### config.mk
export PLATFORM = sky130hd
export DESIGN_NAME = bypass_ctr_et
export DESIGN_NICKNAME = d
export VERILOG_FILES = /design/src/rtl/bypass_ctr_et.sv
export SDC_FILE = /design/constraint.sdc
export NUM_CORES = 1
export LEC_CHECK = 0
export CAP_MARGIN = 20
export CORE_UTILIZATION = 53
export DETAILED_ROUTE_END_ITERATION = 8
export PLACE_DENSITY = 0.83
export SYNTH_ARGS = -nofsm -noshare
export SYNTH_HDL_FRONTEND = slang
export SYNTH_SLANG_ARGS = --single-unit
### constraint.sdc
create_clock -name clk -period 4.32 [get_ports clk]
set_input_delay 0.864 -clock clk [delete_from_list [all_inputs] [get_ports clk]]
set_output_delay 0.864 -clock clk [all_outputs]
set_load 0.005 [all_outputs]
### src/rtl/bypass_ctr_et.sv
// bypass_ctr_et: masked up-counter with start/busy/done run control and early termination.
// Bypassed bit positions are forced to 1 before the increment so the carry skips them.
module bypass_ctr_et #(
    parameter int WIDTH     = 8,
    parameter int AUTO_STOP = 1,
    parameter int REVERSE   = 0
) (
    input  logic             clk,
    input  logic             rst_n,
    input  logic             start,
    input  logic [WIDTH-1:0] bp,
    input  logic             en,
    input  logic             halt,
    output logic             busy,
    output logic             done,
    output logic [WIDTH-1:0] cnt,
    output logic             ovf,
    output logic [WIDTH:0]   steps
);
    typedef enum logic [1:0] {IDLE, RUN, DONE} state_t;
    state_t           state_q;
    logic [WIDTH-1:0] mask_q, cnt_q, cnt_d;
    logic [WIDTH:0]   steps_q, steps_d, sum;
    logic             busy_q, done_q, ovf_q, wrap;
    always_comb begin
        sum     = {1'b0, cnt_q | mask_q} + (WIDTH+1)'(1);
        cnt_d   = sum[WIDTH-1:0] & ~mask_q;
        wrap    = sum[WIDTH];
        steps_d = &steps_q ? steps_q : steps_q + 1'b1;
    end
    always_ff @(posedge clk or negedge rst_n) begin
        if (!rst_n) begin
            state_q <= IDLE;
            mask_q  <= '0;
            cnt_q   <= '0;
            steps_q <= '0;
            busy_q  <= 1'b0;
            done_q  <= 1'b0;
            ovf_q   <= 1'b0;
        end else begin
            unique case (state_q)
                IDLE, DONE: begin
                    ovf_q <= 1'b0;
                    if (start) begin
                        state_q <= RUN;
                        mask_q  <= bp;
                        cnt_q   <= '0;
                        steps_q <= '0;
                        busy_q  <= 1'b1;
                        done_q  <= 1'b0;
                    end
                end
                RUN: begin
                    if (halt) begin
                        state_q <= DONE;
                        busy_q  <= 1'b0;
                        done_q  <= 1'b1;
                        ovf_q   <= 1'b0;
                    end else if (en) begin
                        cnt_q   <= cnt_d;
                        steps_q <= steps_d;
                        ovf_q   <= wrap;
                        if (wrap && AUTO_STOP != 0) begin
                            state_q <= DONE;
                            busy_q  <= 1'b0;
                            done_q  <= 1'b1;
                        end
                    end else begin
                        ovf_q <= 1'b0;
                    end
                end
                default: state_q <= IDLE;
            endcase
        end
    end
    // Bit reversal is a pure output remap; counting stays in natural order.
    for (genvar i = 0; i < WIDTH; i++) begin : g_out
        assign cnt[i] = (REVERSE != 0) ? cnt_q[WIDTH-1-i] : cnt_q[i];
    end
    assign busy  = busy_q;
    assign done  = done_q;
    assign ovf   = ovf_q;
    assign steps = steps_q;
endmodule

# Yosys cells after proc, flatten, opt, wreduce, memory -nomap -nowiden
# Cells that the tools add are included.
[classes] n_addsub=2 n_eq_ne=8 mux=27 bitwise_logic=3 n_reduce_logical=9
[op_table] operator="$mux W9" n=4
[op_table] operator="$mux W8" n=3
[op_table] operator="$pmux W9 S2" n=1
[op_table] operator="$pmux W8 S2" n=1
[op_table] operator="$mux W1" n=10
[op_table] operator="$add A8 B1 Y9 const B" n=1
[op_table] operator="$add A9 B1 Y9 const B" n=1
[op_table] operator="$reduce_and A9 Y1" n=1
[op_table] operator="$and A8 B8 Y8" n=1
[op_table] operator="$mux W2" n=4
[op_table] operator="$ne A2 B2 Y1 const B" n=4
[op_table] operator="$not A8 Y8" n=1
[op_table] operator="$or A8 B8 Y8" n=1
[op_table] operator="$reduce_and A4 Y1" n=2
[op_table] operator="$ne A3 B3 Y1 const B" n=2
[op_table] operator="$pmux W1 S2" n=3
[op_table] operator="$reduce_and A5 Y1" n=1
[op_table] operator="$pmux W2 S2" n=1
[op_table] operator="$reduce_and A3 Y1" n=1
[op_table] operator="$eq A2 B1 Y1 const B" n=1
[op_table] operator="$eq A2 B2 Y1 const B" n=1
[op_table] operator="$logic_not A2 Y1" n=1
[op_table] operator="$reduce_and A2 Y1" n=1
[op_table] operator="$reduce_bool A2 Y1" n=1
[op_table] operator="$reduce_or A2 Y1" n=1
[totals] register_bits=30 in_bits=13 output_inout_bits=20 wordCells=56

# Longest topological paths before layout
# Gate-level depths: netlist of run 1.
[logic_depth] word_depth=6 depth_mapped=8 ltp_nobuf=7

# Worst setup path after synthesis of run 1
# Ideal clock, no wire load.
[synth_path] kind="input port to flip-flop" start="input halt" end="register cnt_q[7] (netlist: cnt[7])" setup_time_ps=69 t_arrival_ps=1877 setup_slack_ps=2374 stages=4 n_path_buf=0 cell_sequence="nand4bb_2 or3_1 or4_1 nand3_1"
[synth_between] elab_chain_cells=2
[synth_lines] element="start: declaration" line="13" text="input logic halt,"
[synth_lines] element="$ne A2 B2 Y1 (no line)"
[synth_lines] element="$reduce_and A4 Y1 (no line)"
[synth_lines] element="end signal: assignment" line="60" text="cnt_q <= cnt_d;"
[synth_lines] element="end: declaration" line="22" text="logic [WIDTH-1:0] mask_q, cnt_q, cnt_d;"
# Every way passes these cells.
# A chain may end at the register's enable or synchronous reset.

# Worst setup path after layout of run 1
# Ends and elaborated chain as after synthesis.

==> impl_metrics.ini, run 1 <==
[power]
pwr-share-comb_pct = 26.1
p_clk_share_pct = 24.0
power_switching_uw = 245
p_int_uw = 502
switching_share_pct = 32.8
ir_drop_v = 0.000401
powerDensity_nw_per_um2 = 392
total_leakage_power_uw = 0.000831
power_frac_seq_pct = 49.8

[route]
ant_nets = 0
viasPerCell = 5.84
drcViolationCount = 0
routedWlPerCell_um = 14.6
routed_wirelength_mm = 3.34
drt_iter0_markers = 9
drt_first_pass_iters = 4
dr_total_vias = 1331

[logic_synthesis]
yosys.area_share.xor_xnor_pct = 2.35
ys_ff_latch = 30
synth_area_um2 = 1490
synth_top_family_by_area = simple AND/OR/NAND/NOR gates
synth_compound_area_share_pct = 15.0
muxShareOfSynthArea_pct = 0.671
syn-instance-count = 161
synth_fa_ha_area_share_pct = 2.52
syn_avg_cell_area_um2 = 9.26
ys_types = 38
synthSimpleGateAreaFrac_pct = 27.8
ys_seq_area_share_pct = 50.3
ys_warn_count = 0
syn_nets = 177

[placement]
place.gp.congestion = 0.786
dp_cells = 220
post-dp-hpwl_mm = 2.29
numPortBuffers = 32

[clock_network]
clkTransAtPathRegs_ns = 0.10
clock_path_buffers = 2
ctsResizeCount = 0
cts_buffers = 5
htreeDepth = 2
post-cts-setup-buffers = 0
clk_latency_ns = 0.34
cts_hold_buf = 0
cts-root-buf = clkbuf_4
cts_tree = done
cts.sinks = 30

[floorplanning]
start_util_pct = 58.1
rows = 18
io_pins = 33
die-area_um2 = 3030
core_area_um2 = 2570
die_y_um = 55.0
fp.dieW_um = 55.0

[timing]
period_needed_ns = 2.41
hold_viol = 0
relSlewSlack_pct = 52.8
fin_tns_setup_ns = 0
slew_viol_final = 0
final.period_utilization_pct = 55.8
fmax_mhz = 415
rsz0062_at_grt = no
finClkSkew_ns = 0.00507
setup_violations = 0
worst_slew_pin_slew_ns = 0.709

[critical_path]
end_kind = flip-flop
critPathLaunchType = input pin
rrSetupSlack_ns = 2.41
r2r_cells = 7
worst-setup-path-type = in2reg
cp.arrival_ns = 2.69
timing.rr.start = steps[0]$_DFFE_PN0P_
reg2reg_to = steps[5]$_DFFE_PN0P_
worstPathRequired_ns = 4.60
path_max_fanout = 14

[global_route]
grt_max_degree = 31
grt_pass1_vias = 1200
grt.overflow.total = 0
grt_pass1_wl_mm = 5.31
grt_antenna_before_repair = 0
track_usage_pct = 25.7

[final_layout]
antenna_cells = 0
drive_above_1_share_pct = 8.08
nets = 213
final_cells = 228
area_growth_pct = 27.7

[worst_hold_path]
hold_class = reg2reg
whs_endpoint = done$_DFFE_PN0P_
hold_depth = 2
hp-start = done$_DFFE_PN0P_

[run]
maxCapViolations = 0

[run_status]
status = finished clean
## final cells by class
cell class / count / area (um^2)
sequential: 30 / 751
multi-input combinational: 126 / 721
fill: 207 / 663
timing repair buffer: 34 / 335
clock buffer: 7 / 55.1
tap: 30 / 37.5
clock inverter: 1 / 5.00
## how the worst max path moves through the flow
stage | from | to | slack [ns] | depth (start not counted)
after global placement | halt | cnt[7]$_DFFE_PN0P_ | 1.59 | 5
after global routing | halt | cnt[7]$_DFFE_PN0P_ | 1.81 | 5
after floorplan | halt | cnt[7]$_DFFE_PN0P_ | 2.37 | 4
after CTS | halt | cnt[7]$_DFFE_PN0P_ | 1.90 | 5
final | halt | cnt[7]$_DFFE_PN0P_ | 1.91 | 5
after detailed placement | halt | cnt[7]$_DFFE_PN0P_ | 1.55 | 5
## worst max-delay path: stages
cell and delay [ns]:
clkdlybuf4s50_1 0.47, nand4bb_2 0.48, or3_1 0.40, or4_1 0.40, nand3_1 0.08
## layer usage
metal | track usage [%] | up-vias | share of wire, %
li1 | - | 659 | -
met1 | 32.1 | 631 | 47
met2 | 41.2 | 34 | 45
met3 | 5.74 | 7 | 6.1
met4 | 13.8 | 0 | 2.0
met5 | 0 | - | 0
## logic make-up (layout without fill, tap and decap cells)
family / after synthesis / count (layout)
simple gates: 86 / 86
compound gates: 32 / 32
mux: 1 / 1
buf+inv: 5 / 42
fa+ha+maj: 3 / 3
flops: 30 / 30
xor+xnor: 4 / 4
## synthesized netlist by cell type
library cell | count | area, um^2
nor4b_1 | 1 | 8.76
or2_2 | 4 | 25.0
nand2_1 | 41 | 154
nand4_1 | 1 | 6.26
nor2b_1 | 2 | 12.5
or4_1 | 1 | 7.51
and4bb_2 | 1 | 12.5
nor3b_1 | 1 | 7.51
a32o_1 | 1 | 10.0
nand4bb_2 | 1 | 16.3
nand3b_1 | 1 | 7.51
a211oi_1 | 1 | 7.51
o211ai_1 | 1 | 7.51
nand2b_1 | 2 | 12.5
a22oi_1 | 2 | 15.0
clkbuf_1 | 4 | 15.0
o21ai_0 | 9 | 45.0
o221ai_1 | 1 | 8.76
xnor2_1 | 4 | 35.0
or2b_1 | 1 | 7.51
o22ai_1 | 4 | 25.0
o41ai_1 | 3 | 26.3
nor3_1 | 3 | 15.0
o22a_1 | 1 | 8.76
dfrtp_1 | 30 | 751
o31ai_1 | 3 | 22.5
nor2_1 | 14 | 52.6
o311ai_1 | 2 | 17.5
or3_1 | 1 | 6.26
o221a_2 | 1 | 11.3
ha_1 | 3 | 37.5
o311ai_0 | 1 | 8.76
buf_2 | 1 | 5.00
or4b_1 | 1 | 10.0
mux2i_1 | 1 | 10.0
a21oi_1 | 2 | 10.0
nand3_1 | 8 | 40.0
nor4_1 | 2 | 12.5
## placed cells by master (no fill, tap or decap), types with 2 or more instances in the layout
cell and n:
a22oi_1 2, buf_4 2, o22ai_1 4, o21ai_0 9
o31ai_1 3, dfrtp_1 30, clkdlybuf4s50_1 32, nand2_1 41
nand3_1 8, nor3_1 3, a21oi_1 2, clkbuf_4 5
o41ai_1 3, nand2b_1 2, o311ai_1 2, nor4_1 2
or2_2 4, nor2_1 14, xnor2_1 4, nor2b_1 2
ha_1 3
## flip-flops by register name, indices dropped and copies added (netlist names)
name	flops
cnt	8
mask_q	8
busy	1
state_q	2
done	1
ovf	1
steps	9
## stage by stage
stage          setup slack (ns)  instance area [um^2]  power (uW)  hold WS, ns  utilization [%]
3_5_place_dp               1.55                  1840         572        0.471             71.8
4_1_cts                    1.90                  1900         750        0.506             74.2
3_3_place_gp               1.59                  1840         563        0.466             71.8
6_report                   1.91                  1900         747        0.500             74.2
2_1_floorplan              2.37                  1490         479        0.460                -
5_1_grt                    1.81                  1900         792        0.550             74.2
## power groups by stage
stage	Clock (uW)	Sequential [uW]	Combinational [uW]
floorplan	0	367	112
global placement	0	374	189
detailed placement	0	377	195
CTS	182	372	197
global route	192	380	220
finish	179	372	195
Power figures use the tool's default switching activity.
==> inputs of run 2 (changes only) <==
--- a/config.mk
+++ b/config.mk
@@ -6,9 +6,9 @@
 export NUM_CORES = 1
 export LEC_CHECK = 0
 export CAP_MARGIN = 20
-export CORE_UTILIZATION = 53
+export CORE_UTILIZATION = 49
 export DETAILED_ROUTE_END_ITERATION = 8
-export PLACE_DENSITY = 0.83
+export PLACE_DENSITY = 0.78
 export SYNTH_ARGS = -nofsm -noshare
 export SYNTH_HDL_FRONTEND = slang
 export SYNTH_SLANG_ARGS = --single-unit
==> constraint.sdc (replaced) <==
create_clock -name clk -period 2.3 [get_ports clk]
set_input_delay 0.46 -clock clk [delete_from_list [all_inputs] [get_ports clk]]
set_output_delay 0.46 -clock clk [all_outputs]
set_load 0.005 [all_outputs]
==> impl_metrics.ini, run 2 (synthesized netlist as in run 1, its figures left out) <==
[clock_network]
clk_latency_ns = 0.33
cts-root-buf = clkbuf_4
cts_hold_buf = 0
cts_buffers = 5
post-cts-setup-buffers = 0
cts_tree = done
clock_path_buffers = 2
htreeDepth = 2
ctsResizeCount = 0
cts.sinks = 30
clkTransAtPathRegs_ns = 0.09

[floorplanning]
fp.dieW_um = 57.2
rows = 19
io_pins = 33
die_y_um = 57.2
start_util_pct = 52.7
die-area_um2 = 3270
core_area_um2 = 2830

[route]
drt_first_pass_iters = 6
drt_iter0_markers = 77
routedWlPerCell_um = 14.8
drcViolationCount = 4
routed_wirelength_mm = 3.44
ant_nets = 0
viasPerCell = 5.90
dr_total_vias = 1368

[final_layout]
antenna_cells = 0
final_area_um2 = 1930
final_common_cell = nand2_1
final_cell_mix = nand2_1, clkdlybuf4s50_1, dfrtp_1
largest_register_ffs = 9
area_growth_pct = 29.3
nets = 216
drive_above_1_share_pct = 9.45

[timing]
worst_slew_pin_slew_ns = 0.582
slew_viol_final = 0
fin_tns_setup_ns = 0
hold_viol = 0
setup_violations = 0
finClkSkew_ns = 0.00813
relSlewSlack_pct = 61.2
period_needed_ns = 1.94
final.period_utilization_pct = 84.3
rsz0062_at_grt = no
fmax_mhz = 516

[run_status]
status = complete, but fails checks
violations = DRC

[worst_hold_path]
hold_class = in2async

[placement]
numPortBuffers = 32
post-dp-hpwl_mm = 2.41
place.gp.congestion = 0.848
dpl_cell_area_um2 = 1870

[critical_path]
cp.arrival_ns = 2.15
slowest_stage = dfrtp_1
crit_top_cell = ha_1
path_max_fanout = 8
end_kind = flip-flop
slowest_delay_ns = 0.44
crit_chain = ha_1 > nand3_1 > nor2_1 > ha_1 > nand2b_1 > o311ai_1 > o41ai_1
worst-setup-path-type = reg2reg
rrSetupSlack_ns = 0.36
worstPathRequired_ns = 2.51
critPathLaunchType = flip-flop

[global_route]
grt_max_degree = 31
grt_pass1_vias = 1340
grt.overflow.total = 0
grt_antenna_before_repair = 0
track_usage_pct = 24.2
grt_pass1_wl_mm = 6.00

[run]
maxCapViolations = 0

[power]
total_leakage_power_uw = 0.000844
ir_drop_v = 0.000536
powerDensity_nw_per_um2 = 726
[run 2: cell types whose count changed in the layout (fill, tap and decap cells not counted), sizes merged]
| cell | delta |
|---|---|
| buf | +3 |
[run 2: power by group]
part	total, uW	switching [uW]	internal (uW)
clock	326	178	148
combinational	374	179	195
sequential	700	92.8	607
[run 2: layout make-up]
class                           instances  area [um^2]
Clock inverter                          1         5.00
Clock buffer                            7         55.1
Tap cell                               31         38.8
Timing Repair Buffer                   37          358
Multi-Input combinational cell        126          721
Sequential cell                        30          751
Fill cell                             246          901
[run 2: worst max-delay path, delay by kind of cell (launching register included)]
family / cells / cell delay [ns]
AOI/OAI and AO/OA: 2 / 0.43
DFF: 1 / 0.44
and+or+nand+nor: 3 / 0.43
adders and majority gates: 2 / 0.52
[run 2: worst paths after layout]
| kind | start | end | cells past startpoint |
|---|---|---|---|
| worst max register to register | steps[1]$_DFFE_PN0P_ | steps[7]$_DFFE_PN0P_ | 7 |
| worst min-delay path | rst_n | cnt[2]$_DFFE_PN0P_ | 2 |
| worst min register to register | done$_DFFE_PN0P_ | done$_DFFE_PN0P_ | 2 |
| max in group asynchronous | rst_n | cnt[5]$_DFFE_PN0P_ | 2 |
| worst max-delay path | steps[1]$_DFFE_PN0P_ | steps[7]$_DFFE_PN0P_ | 7 |
| min in group clk | done$_DFFE_PN0P_ | done$_DFFE_PN0P_ | 2 |
[run 2: through the flow]
step | power (uW) | hold WS [ns] | setup slack, ns | instances | util, %
2_1_floorplan | 900 | 0.164 | 0.539 | 161 | -
3_3_place_gp | 1070 | 0.465 | 0.244 | 224 | 66.0
3_5_place_dp | 1080 | 0.479 | 0.156 | 224 | 66.0
4_1_cts | 1410 | 0.515 | 0.372 | 232 | 68.2
5_1_grt | 1490 | 0.539 | 0.218 | 232 | 68.2
6_report | 1400 | 0.507 | 0.361 | 232 | 68.2
[run 2: per-layer routing]
| layer | track usage [%] | share of wire (%) | vias up |
|---|---|---|---|
| met5 | 0 | 0 | - |
| met4 | 9.41 | 0.81 | 0 |
| li1 | - | - | 662 |
| met2 | 38.2 | 46 | 38 |
| met3 | 4.76 | 5.4 | 4 |
| met1 | 33.1 | 48 | 664 |
==> inputs of run 3 (changes only) <==
--- a/config.mk
+++ b/config.mk
@@ -6,9 +6,9 @@
 export NUM_CORES = 1
 export LEC_CHECK = 0
 export CAP_MARGIN = 20
-export CORE_UTILIZATION = 49
+export CORE_UTILIZATION = 45
 export DETAILED_ROUTE_END_ITERATION = 8
-export PLACE_DENSITY = 0.78
+export PLACE_DENSITY = 0.75
 export SYNTH_ARGS = -nofsm -noshare
 export SYNTH_HDL_FRONTEND = slang
 export SYNTH_SLANG_ARGS = --single-unit
==> constraint.sdc (replaced) <==
create_clock -name clk -period 1.6 [get_ports clk]
set_input_delay 0.32 -clock clk [delete_from_list [all_inputs] [get_ports clk]]
set_output_delay 0.32 -clock clk [all_outputs]
set_load 0.005 [all_outputs]
==> impl_metrics.ini, run 3 (synthesized netlist as in run 1, its figures left out) <==
[clock_network]
clkTransAtPathRegs_ns = 0.10
htreeDepth = 2
cts_buffers = 5
clock_path_buffers = 2
clk_latency_ns = 0.33
cts_hold_buf = 0
cts_tree = done
cts-root-buf = clkbuf_4
cts.sinks = 30

[critical_path]
end_kind = flip-flop
worstPathRequired_ns = 1.80
cp.arrival_ns = 1.83
path_max_fanout = 6
worst-setup-path-type = reg2reg
critPathLaunchType = flip-flop

[final_layout]
area_growth_pct = 61.2
final_common_cell = buf_4
nets = 260
largest_register_ffs = 9
drive_above_1_share_pct = 32.7
antenna_cells = 0
nFillCells = 222
final_cells = 289
final_area_um2 = 2400
final_core_utilization_pct = 77.5
final_cell_mix = buf_4, nand2_1, dfrtp_1

[floorplanning]
die-area_um2 = 3550
io_pins = 33
die_y_um = 59.6
start_util_pct = 48.1
core_area_um2 = 3100
fp.dieW_um = 59.6
rows = 20

[timing]
period_needed_ns = 1.63
fmax_mhz = 615
layout_setup_ws_ns = -0.0256
worst_slew_pin_slew_ns = 0.372
hold_viol = 0
fin_tns_setup_ns = -0.0256
slew_viol_final = 0
setup_violations = 1
finClkSkew_ns = 0.0118
rsz0062_at_grt = yes
relSlewSlack_pct = 75.2
final.period_utilization_pct = 102

[placement]
place.gp.congestion = 0.825
dpl_cell_area_um2 = 2080
pre_cts_ws_ns = -0.385
numPortBuffers = 32
post-dp-hpwl_mm = 2.89
dp_cells = 262

[power]
total_leakage_power_uw = 0.00116
ir_drop_v = 0.000664
switching_share_pct = 32.8
pwr-share-comb_pct = 36.3
p_int_uw = 1530
power_switching_uw = 746
powerDensity_nw_per_um2 = 946
power_frac_seq_pct = 42.8
p_clk_share_pct = 20.9

[global_route]
grt_pass1_wl_mm = 6.93
track_usage_pct = 26.5
grt_max_degree = 31
grt_antenna_before_repair = 0
grt_pass1_vias = 1553
grt.overflow.total = 0

[route]
routedWlPerCell_um = 14.9
ant_nets = 0
routed_wirelength_mm = 4.29
drt_first_pass_iters = 4
drcViolationCount = 0
dr_total_vias = 1560
drt_iter0_markers = 110
viasPerCell = 5.40

[worst_hold_path]
hold_class = in2async

[run_status]
violations = setup timing
status = complete, but fails checks

[run]
maxCapViolations = 0
## run 3: power by group through the flow
stage / clock, uW / sequential (uW) / combinational (uW)
4_1_cts: 486 / 968 / 743
5_1_grt: 532 / 987 / 912
6_report: 475 / 974 / 826
3_3_place_gp: 0 / 982 / 692
2_1_floorplan: 0 / 992 / 308
3_5_place_dp: 0 / 990 / 716
## run 3: what timing repair did
| item | 4_1_cts | 5_1_grt |
|---|---|---|
| endpoints found under the setup margin | 22 | 18 |
| pin swaps | 1 | 7 |
| gates resized for setup | 19 | 23 |
| buffers inserted | 12 | 8 |
## run 3: cell type report
type / count / area (um^2) / share of cell area [%]
clock buffers: 7 / 55.1 / 2.29
clock inverters: 1 / 5.00 / 0.208
multi-input cells: 126 / 841 / 35.0
flip-flops and latches: 30 / 752 / 31.3
well taps: 44 / 55.1 / 2.29
repair buffers: 81 / 697 / 29.0
## run 3: worst paths after layout
path                                                to                  from  cells past startpoint  slack, ns
min in group clk                state_q[0]$_DFFE_PN0P_                  halt                      2       0.41
worst max-delay path              steps[7]$_DFFE_PN0P_  steps[4]$_DFFE_PN0P_                      7      -0.03
worst min-delay path             mask_q[2]$_DFFE_PN0P_                 rst_n                      2       0.36
worst max register to register    steps[7]$_DFFE_PN0P_  steps[4]$_DFFE_PN0P_                      7      -0.03
worst min register to register        done$_DFFE_PN0P_      done$_DFFE_PN0P_                      2       0.50
max in group asynchronous         steps[8]$_DFFE_PN0P_                 rst_n                      2       0.94
## run 3: critical path, stage by stage (launching register included)
cell and delay [ns]:
dfrtp_1 0.40, buf_6 0.12, nand4_1 0.17, nor2_4 0.06, ha_4 0.18, nand2b_4 0.18
o311ai_1 0.26, o41ai_1 0.14
## run 3: metal layers
metal  track usage [%]  wire length (um)  part of all wire (%)  vias to the layer above
li1                  -                 -                     -                      747
met1              35.1              1950                    45                      759
met2              40.6              2080                    48                       44
met3              7.42               192                   4.5                       10
met4              11.3                79                   1.8                        0
met5                 0                 0                     0                        -
## run 3: per-stage QoR
stage	hold slack [ns]	power (uW)
after floorplan	0.0244	1300
after global routing	0.393	2430
after global placement	0.463	1670
final	0.355	2270
after detailed placement	0.493	1710
after CTS	0.371	2200
